[config.mk]
export PLATFORM = sky130hd
export DESIGN_NAME = pipe_stage_chain
export DESIGN_NICKNAME = d
export VERILOG_FILES = /design/src/rtl/pipe_stage_chain.sv
export SDC_FILE = /design/constraint.sdc
export NUM_CORES = 1
export LEC_CHECK = 0
export ABC_AREA = 1
export BUFFER_PORTS_ARGS = -buffer_cell sky130_fd_sc_hd__buf_2
export CAP_MARGIN = 40
export CORE_ASPECT_RATIO = 0.75
export CORE_MARGIN = 10
export CORE_UTILIZATION = 35
export DETAILED_ROUTE_END_ITERATION = 16
export GPL_TIMING_DRIVEN = 0
export HOLD_SLACK_MARGIN = 0.05
export PLACE_DENSITY = 0.64
export SETUP_SLACK_MARGIN = 0.5
export SLEW_MARGIN = 20
export SYNTH_ARGS = -nofsm -noshare
export SYNTH_HDL_FRONTEND = slang
export SYNTH_SLANG_ARGS = --single-unit
[constraint.sdc]
create_clock -name clk -period 4.13 [get_ports clk]
set_input_delay 0.413 -clock clk [delete_from_list [all_inputs] [get_ports clk]]
set_output_delay 0.413 -clock clk [all_outputs]
set_load 0.01 [all_outputs]
[src/rtl/pipe_stage_chain.sv]
// pipe_stage_chain
//   A DEPTH-deep chain of data registers, each with a valid flag. The chain
//   advances on an active-low enable, holds when the enable is high, and can be
//   flushed so that every stage is loaded with NOP_VAL and marked invalid.
//   Occupancy (number of valid stages) is tracked incrementally as a register.
//
// Parameters
//   WIDTH   : data bits per stage (1..64)
//   DEPTH   : number of register stages (1..8)
//   NOP_VAL : value loaded into every stage on flush
//
// Ports
//   clk       : clock, all state changes on rising edge
//   clrn      : asynchronous active-low reset (data/valid/occ/stall -> 0)
//   we        : advance enable, active-low (0 = advance, 1 = hold)
//   flush     : active-high, invalidates all stages (overrides we)
//   d         : data into stage 0
//   d_valid   : valid flag accompanying d
//   q         : data of the last stage
//   q_valid   : valid flag of the last stage
//   occ       : number of valid stages (0..DEPTH)
//   stall_cnt : saturating count of stalled cycles with a non-empty chain
//
// Build option
//   PIPE_STALL_CNT_EN : when defined, builds the stall counter; otherwise
//                       stall_cnt is tied to zero.

module pipe_stage_chain #(
  parameter int unsigned      WIDTH   = 32,
  parameter int unsigned      DEPTH   = 2,
  parameter logic [WIDTH-1:0] NOP_VAL = '0
) (
  input  logic             clk,
  input  logic             clrn,
  input  logic             we,
  input  logic             flush,
  input  logic [WIDTH-1:0] d,
  input  logic             d_valid,
  output logic [WIDTH-1:0] q,
  output logic             q_valid,
  output logic [3:0]       occ,
  output logic [15:0]      stall_cnt
);

  logic [DEPTH-1:0][WIDTH-1:0] data_q, data_d;
  logic [DEPTH-1:0]            v_q, v_d;
  logic [3:0]                  occ_q, occ_d;

  always_comb begin
    data_d = data_q;
    v_d    = v_q;
    occ_d  = occ_q;
    if (flush) begin
      for (int unsigned i = 0; i < DEPTH; i++) begin
        data_d[i] = NOP_VAL;
      end
      v_d   = '0;
      occ_d = '0;
    end else if (!we) begin
      data_d[0] = d;
      v_d[0]    = d_valid;
      for (int unsigned i = 1; i < DEPTH; i++) begin
        data_d[i] = data_q[i-1];
        v_d[i]    = v_q[i-1];
      end
      // One entry enters at stage 0 and one leaves from the last stage.
      occ_d = occ_q + {3'b000, d_valid} - {3'b000, v_q[DEPTH-1]};
    end
  end

  always_ff @(posedge clk or negedge clrn) begin
    if (!clrn) begin
      data_q <= '0;
      v_q    <= '0;
      occ_q  <= '0;
    end else begin
      data_q <= data_d;
      v_q    <= v_d;
      occ_q  <= occ_d;
    end
  end

  assign q       = data_q[DEPTH-1];
  assign q_valid = v_q[DEPTH-1];
  assign occ     = occ_q;

`ifdef PIPE_STALL_CNT_EN
  logic [15:0] stall_cnt_q, stall_cnt_d;

  always_comb begin
    stall_cnt_d = stall_cnt_q;
    if (we && !flush && (occ_q != '0) && (stall_cnt_q != '1)) begin
      stall_cnt_d = stall_cnt_q + 16'd1;
    end
  end

  always_ff @(posedge clk or negedge clrn) begin
    if (!clrn) begin
      stall_cnt_q <= '0;
    end else begin
      stall_cnt_q <= stall_cnt_d;
    end
  end

  assign stall_cnt = stall_cnt_q;
`else
  assign stall_cnt = '0;
`endif

endmodule

Word level (Yosys, flattened, before mapping)
Index checks and enable logic that the tools add are counted.
Widths: inputs -> output; s select.
{"block": "classes", "addsub": 2, "eq_ne": 1, "muxes": 6}
{"cell": "$mux 64", "n": 2}
{"cell": "$mux 4", "n": 2}
{"cell": "$add 4x1->4", "n": 1}
{"cell": "$mux 2", "n": 2}
{"cell": "$sub 4x1->4", "n": 1}
{"cell": "$ne 2x1->1 const B", "n": 1}
{"block": "totals", "register_bits": 70, "out_inout_bits": 53}

Longest topological paths before layout
Gate-level depths: netlist (run 1).
{"block": "depth", "depth_word": 4, "depth_mapped": 10, "depth_no_buf": 10}

Worst setup path before layout (run 1)
OpenSTA, ideal clock, no wires.
{"block": "synth_path", "path_type": "register -> register", "start": "register occ_q[0] (netlist: occ[0])", "end": "register occ_q[2] (netlist: occ[2])", "arrival_ns": 1.533, "t_required_ns": 4.004, "slack_ns": 2.471, "stages_incl_launch_ff": 8, "n_path_buf": 0, "cell_sequence": "dfrtp_1 > inv_1 > ha_1 > inv_1 > ha_1 > fa_1 > xnor2_1 > o22ai_2"}
{"block": "synth_via", "elab_chain_cells": 4}
{"element": "from (decl)", "line_no": "47", "text": "logic [3:0] occ_q, occ_d;"}
{"element": "from (signal assigned)", "line_no": "75", "text": "occ_q <= '0;"}
{"element": "from (signal assigned)", "line_no": "79", "text": "occ_q <= occ_d;"}
{"element": "$add 4x1->4", "line_no": "67", "text": "occ_d = occ_q + {3'b000, d_valid} - {3'b000, v_q[DEPTH-1]};"}
{"element": "$sub 4x1->4", "line_no": "67"}
{"element": "$mux 4", "line_no": "59", "text": "end else if (!we) begin"}
{"element": "$mux 4", "line_no": "53", "text": "if (flush) begin"}
No other way between the ends. The select of a mux whose other input is x is not followed.
A chain may end at the register's enable or synchronous reset.

Final worst setup path (run 1)
{"block": "layout_path", "start": "register v_q[1]", "end": "register occ_q[2] (netlist: occ[2])"}
{"block": "layout_via", "elab_chain_cells": 3}
{"element": "from (decl)", "line_no": "46", "text": "logic [DEPTH-1:0] v_q, v_d;"}
{"element": "from (signal assigned)", "line_no": "78", "text": "v_q <= v_d;"}
{"element": "$sub 4x1->4", "line_no": "67"}
{"element": "$mux 4", "line_no": "59"}
{"element": "$mux 4", "line_no": "53"}
No other way between the ends. The select of a mux whose other input is x is not followed.

==> flow_summary_export.csv, run 1 <==
group,metric,value,unit
run_status,status,"complete, no violations",
setup_path,critPathKind,"register to register",
sta,setup_tns,0,ns
global_routing,grt_pass1_vias,2503,
flow_run,cap_violations,0,
sta,finClkSkew,0.003717,ns
placement,placed_cells,549,
sta,rsz0062_at_grt,"false",
setup_path,path_cells,"ha_1, inv_1, ha_1, fa_1, xnor2_1, o22ai_2",
global_routing,overflow,0,
floorplan,io_pins,90,
floorplan,coreArea,9046,µm²
final_layout,fin_cells,566,
synthesis,synth_cells,332,
setup_path,crit_path_start_kind,"register",
global_routing,grt_max_degree,38,
placement,dpl.hpwl,5342,µm
synthesis,synth.avg_cell_area,9.772,µm²
detailed_routing,drtPass1Iterations,4,
worst_hold_path,min_from,"d[24]",
setup_path,slowest_stage,"dfrtp_1",
final_layout,nets,475,
clocking,htree_num_levels,3,
sta,worst_hold_slack,0.2903,ns
synthesis,synth_cell_types,21,
setup_path,cp-startpoint,"v_q[1]",
floorplan,start_util,0.3586,
detailed_routing,num_vias,2333,
sta,max_freq,587.5,MHz
sta,fin_crit_sh,0.4121,
final_layout,drive_above_1_share,0.4201,
synthesis,ys.warnings.count,0,
synthesis,ys_seq_area_frac,0.5399,
power,power_density,423.2,nW/µm²
final_layout,area_growth_syn_to_layout,29.27,%
setup_path,crit_buf_inv,1,
setup_path,crit_arrival,1.91,ns
detailed_routing,wire_per_inst,12.72,µm
setup_path,critical_path.max_stage_delay,0.39,ns
sta,finalSetupViolCount,0,
clocking,clock-sinks,70,
power,peakVddDrop,0.2535,mV
clocking,clk_pin_slew,0.05,ns
placement,io_buffer_count,73,
sta,drv_slew,0,
setup_path,rr_startpoint,"v_q[1]",
global_routing,track_usage,0.1149,
synthesis,syn_area,3244,µm²
setup_path,cp_top_family,"adder cells",
synthesis,synth-seq-cells,70,
final_layout,antenna_cells,0,
clocking,cts_made_buffers,9,
detailed_routing,ant_nets,0,
global_routing,grt_pass1_wl,12230,µm
setup_path,cp-end-kind,"register",
setup_path,cp.required,4.34,ns
clocking,cts_tree,"done",
floorplan,rows,30,
clocking,insertion_delay,0.33,ns
clocking,cts_root_buf,"clkbuf_16",
detailed_routing,first_iter_violations,126,
floorplan,dieWidth,131.2,µm
detailed_routing,drc,0,
floorplan,dieArea,13560,µm²
global_routing,antenna_found_initial,0,
power,leakage,2.236,nW
worst_hold_path,worst_hold_path_type,"primary input to register",
sta,finalHoldViolations,0,
sta,min_period,1.702,ns
floorplan,dieHeight,103.4,µm
clocking,cts_buffer_depth,2,
setup_path,crit_fanout,3,
placement,routabilityCongestion,0.7616,
setup_path,path_common_cell,"ha_1",
detailed_routing,routed_wl,7201,µm
detailed_routing,via_per_inst,4.122,
state kept, by name, indices dropped and copies added (netlist names):
signal and flops:
data_q 32, q 32, occ 4, v_q 2
layer usage:
| layer | GRT usage | vias up | part of all wire |
|---|---|---|---|
| met4 | 0.03276 | 0 | 0.0099 |
| met3 | 0.06322 | 7 | 0.087 |
| met2 | 0.1802 | 67 | 0.46 |
| met5 | 0 | - | 0 |
| li1 | - | 1169 | - |
| met1 | 0.1340 | 1090 | 0.45 |
path summary, 6_finish.rpt:
check                              to  slack (ns)  cells past startpoint
setup / recovery               occ[2]        2.43                      6
hold / removal             data_q[24]        0.29                      3
setup reg to reg               occ[2]        2.43                      6
hold reg to reg                 q[27]        0.48                      2
max in group asynchronous        q[3]        3.00                      3
min in group asynchronous       q[25]        0.58                      2
layout make-up:
class                      count  area [µm²]
clock buffer                  13       270.3
timing repair buffer          75       397.9
clock inverter                 3       65.06
buffer                        60       457.9
multi-input combinational    174       927.1
fill                         872        4852
sequential                    70        1752
inverter                      43       163.9
tap                          128       160.2
synthesized netlist by cell type, drive strengths merged:
library cell | count | area share
xnor2 | 1 | 0.0027
ha | 4 | 0.015
fa | 1 | 0.0062
o22ai | 1 | 0.0039
clkbuf | 1 | 0.0015
dfrtp | 70 | 0.54
or2 | 1 | 0.0019
nand3 | 2 | 0.0031
buf | 59 | 0.14
o21ai | 68 | 0.14
conb | 1 | 0.0012
nor2 | 2 | 0.0046
inv | 43 | 0.051
nand2 | 78 | 0.091
cells by family after synthesis:
group,after synthesis,synth area share
buf+inv,103,0.1917
simple gates,83,0.1007
flops,70,0.5399
compound gates,69,0.1423
fa+ha+maj,5,0.02160
xor+xnor,1,0.002700
other cells,1,0.001156
worst register-to-register path, cell delays in order, from the launching register on:
cell and delay [ns]:
dfrtp_1 0.39, ha_1 0.28, inv_1 0.04, ha_1 0.21
fa_1 0.39, xnor2_1 0.20, o22ai_2 0.08
repair_timing:
action                                 in CTS  in global routing
gates resized for setup                     0                  0
hold buffers                                1                  0
buffers inserted                            0                  0
endpoints found under the hold margin      11                  0
power breakdown:
part | internal (mW) | total [mW] | switching (mW)
sequential | 0.719 | 0.733 | 0.0139
combinational | 0.0835 | 0.196 | 0.112
clock | 0.577 | 0.845 | 0.269
total | 1.38 | 1.77 | 0.395
layout by cell type, fill, tap and decap left out, drive strengths merged:
master       Yosys  routed
conb             1      16
dfrtp           70      70
clkbuf           1      14
ha               4       4
buf             59     133
o21ai           68      68
clkinv           0       1
or2              1       1
nor2             2       2
bufinv           0       2
fa               1       1
xnor2            1       1
nand3            2       2
dlygate4sd3      0       1
o22ai            1       1
inv             43      43
nand2           78      78
through the flow:
stage            util  total power, mW  instance area, µm²  setup WS, ns
6_report       0.4636            1.775                4194         2.428
3_5_place_dp   0.4255           0.9431                3849         2.431
4_1_cts        0.4636            1.801                4194         2.417
3_3_place_gp   0.4230           0.9355                3826         2.262
5_1_grt        0.4636            1.864                4194         2.334
2_1_floorplan       -           0.8657                3301         2.471
(Power assumes the default switching activity.)
==> run 2: changes to the inputs <==
--- a/config.mk
+++ b/config.mk
@@ -5,7 +5,7 @@
 export SDC_FILE = /design/constraint.sdc
 export NUM_CORES = 1
 export LEC_CHECK = 0
-export ABC_AREA = 1
+export ABC_AREA = 0
 export BUFFER_PORTS_ARGS = -buffer_cell sky130_fd_sc_hd__buf_2
 export CAP_MARGIN = 40
 export CORE_ASPECT_RATIO = 0.75
==> constraint.sdc (replaced) <==
create_clock -name clk -period 1.6 [get_ports clk]
set_input_delay 0.16 -clock clk [delete_from_list [all_inputs] [get_ports clk]]
set_output_delay 0.16 -clock clk [all_outputs]
set_load 0.01 [all_outputs]
==> run 2 against run 1 <==
Net effect:
- the flow now finishes with violations (setup timing)
- clock power grew 120%
- clock skew is essentially flat
- sequential share of layout area shrank 4.5 points
- first-iteration DRC count shrank 29%
- worst setup slack lost 2.5 ns
- clock-buffer cell count shrank 2
- power grew to 2.5 times the previous value
- largest cell class unchanged
==> flow_summary_export.csv, run 2 <==
group,metric,value,unit
run_status,status,"finished with violations",
run_status,violations,"setup timing",
final_layout,fillers,838,
clocking,clk_pin_slew,0.05,ns
clocking,insertion_delay,0.33,ns
power,peakVddDrop,0.6616,mV
power,power_frac_clock,0.427,
final_layout,final_cell_mix,"71 x nor2_1, 69 x dfrtp_1, 68 x mux2i_1",
synthesis,ys.warnings.count,0,
final_layout,final_util,0.5151,
synthesis,yosys.area.top_type,"dfrtp_1",
sta,finClkSkew,0.003308,ns
setup_path,cp-startpoint,"occ[0]",
detailed_routing,wire_per_inst,14.27,µm
clocking,clock-sinks,70,
detailed_routing,drtPass1Iterations,4,
synthesis,synth_cells,292,
clocking,cts_tree,"done",
placement,pre_cts_slack,-0.1130,ns
global_routing,busiest_layer,"met2",
synthesis,synthFlopType,"dfrtp_1",
sta,min_period,1.675,ns
setup_path,crit_fanout,2,
sta,max_slew.worst_pin.slew,0.5386,ns
clocking,cts_made_buffers,9,
detailed_routing,drc,0,
setup_path,path_common_cell,"ha_1",
global_routing,grt_use_met1,0.1431,
synthesis,synth_common_cells,"71 x nor2_1, 70 x dfrtp_1, 68 x mux2i_1",
power,power_switching,1.064,mW
global_routing,overflow,0,
flow_run,cap_violations,0,
synthesis,ys_seq_area_frac,0.5307,
power,comb_power_share,0.144,
final_layout,design_area,4698,µm²
detailed_routing,via_per_inst,4.236,
floorplan,dieHeight,104.1,µm
detailed_routing,first_iter_violations,90,
final_layout,antenna_cells,0,
sta,fin_crit_sh,1.047,
global_routing,grt_pass1_wl,12800,µm
final_layout,nets,451,
synthesis,synth-seq-cells,70,
setup_path,cp_top_family,"compound AO/OA/AOI/OAI gates",
final_layout,multi_input_area,1176,µm²
power,p_int,3.390,mW
sta,drv_slew,0,
detailed_routing,ant_nets,0,
global_routing,grt_max_degree,40,
synthesis,ys_top_cells_by_area,"dfrtp_1 53%, mux2i_1 21%, buf_4 13%",
global_routing,grt_pass1_vias,2429,
floorplan,dieWidth,132.1,µm
synthesis,syn_area,3301,µm²
worst_hold_path,worst_hold_path_type,"primary input to register",
global_routing,met3_usage,0.05212,
floorplan,coreArea,9121,µm²
setup_path,cp.required,1.81,ns
setup_path,crit_arrival,1.89,ns
synthesis,synth.avg_cell_area,11.30,µm²
placement,placed_area,3924,µm²
placement,routabilityCongestion,0.7333,
synthesis,yosysMostFrequentCell,"nor2_1",
placement,dpl.hpwl,5232,µm
setup_path,rr_startpoint,"occ[0]",
floorplan,rows,30,
sta,worst_hold_slack,0.06651,ns
setup_path,crit_buf_inv,2,
synthesis,synth_edf_count,0,
setup_path,rrSetupSlack,-0.07,ns
setup_path,critical_path.max_stage_delay,0.38,ns
synthesis,synth_cell_types,17,
clocking,cts_buffer_depth,2,
floorplan,io_pins,90,
sta,slew_headroom,0.6410,
final_layout,area_growth_syn_to_layout,42.34,%
global_routing,antenna_found_initial,0,
synthesis,ys_async_sr_fraction,1.000,
power,p_seq_frac,0.430,
sta,setup_ws,-0.07473,ns
setup_path,cp-end-kind,"register",
power,switching_share,0.2388,
global_routing,grt_use_met2,0.1743,
placement,io_buffer_count,71,
worst_hold_path,min_from,"d[4]",
synthesis,synth_top_area_share,0.5307,
sta,finalHoldViolations,0,
final_layout,drive_above_1_share,0.4155,
power,power_density,947.9,nW/µm²
final_layout,seqCellArea,1753,µm²
setup_path,crit_path_start_kind,"register",
final_layout,layout_commonest_cell,"nor2_1",
floorplan,dieArea,13760,µm²
sta,rsz0062_at_grt,"true",
clocking,htree_num_levels,3,
clocking,cts_root_buf,"clkbuf_16",
sta,setup_tns,-0.1838,ns
sta,finalSetupViolCount,3,
setup_path,critPathKind,"register to register",
setup_path,path_cells,"inv_1, ha_1, inv_2, ha_1, a21oi_2, a211oi_2, a31oi_1, mux2_1",
global_routing,track_usage,0.1155,
power,leakage,2.535,nW
floorplan,start_util,0.3619,
setup_path,slowest_stage,"dfrtp_1",
sta,max_freq,597.1,MHz
detailed_routing,routed_wl,7733,µm
detailed_routing,num_vias,2296,
## run 2: changes by cell type in the layout (fill, tap and decap cells not counted), moves of 29 or more
| cell | before | now |
|---|---|---|
| nand2_1 | 77 | 0 |
| nor2_1 | 1 | 71 |
| mux2i_1 | 0 | 68 |
| buf_6 | 6 | 66 |
| o21ai_0 | 39 | 0 |
| inv_1 | 41 | 3 |
| buf_2 | 77 | 40 |
| o21ai_2 | 29 | 0 |
## run 2: worst register-to-register path: cells and delay by family, from the launching register on
family	cells	cell delay, ns
mux	1	0.33
flops	1	0.38
compound gates	3	0.40
fa+ha+maj	2	0.34
buf+inv	2	0.11
## run 2: logic make-up after synthesis
group,synth area share
simple gates,0.08416
fa+ha+maj,0.02123
other cells,0.001136
compound gates,0.007959
buf+inv,0.1425
flops,0.5307
mux,0.2096
xor+xnor,0.002654
## run 2: worst paths after layout
check	to	cells past startpoint
worst min register to register	q[16]	2
worst max register to register	occ[3]	8
max in group asynchronous	q[8]	3
worst max-delay path	occ[3]	8
min in group asynchronous	data_q[19]	2
worst min-delay path	data_q[4]	3
## run 2: metal layers
layer | routed length (µm) | vias up
met4 | 142 | 0
met5 | 0 | -
li1 | - | 1120
met3 | 536 | 11
met2 | 3598 | 60
met1 | 3456 | 1105
## run 2: area by class of cell
type / count / share of cell area
Sequential cell: 70 / 0.3731
Timing Repair Buffer: 91 / 0.1566
Tap cell: 128 / 0.03409
Multi-Input combinational cell: 168 / 0.2503
Clock inverter: 5 / 0.01065
Clock buffer: 11 / 0.04953
Inverter: 5 / 0.003995
Buffer: 64 / 0.1217
## run 2: timing repair
item | 4_1_cts | 5_1_grt
buffers inserted | 11 | 7
hold endpoints to repair | 31 | 0
resized for setup | 68 | 2
hold buffers | 1 | 0
pin swaps | 2 | 0
endpoints found under the setup margin | 36 | 38
## run 2: metrics by stage
stage	total power, mW	std cells
3_3_place_gp	2.472	506
2_1_floorplan	2.290	307
4_1_cts	4.513	535
6_report	4.454	542
5_1_grt	4.670	542
3_5_place_dp	2.489	507
## run 2: power groups by stage
stage	logic (mW)	registers [mW]	clock network (mW)
2_1_floorplan	0.359	1.93	0
3_3_place_gp	0.539	1.93	0
3_5_place_dp	0.551	1.94	0
4_1_cts	0.638	1.91	1.96
5_1_grt	0.715	1.92	2.03
6_report	0.640	1.91	1.90
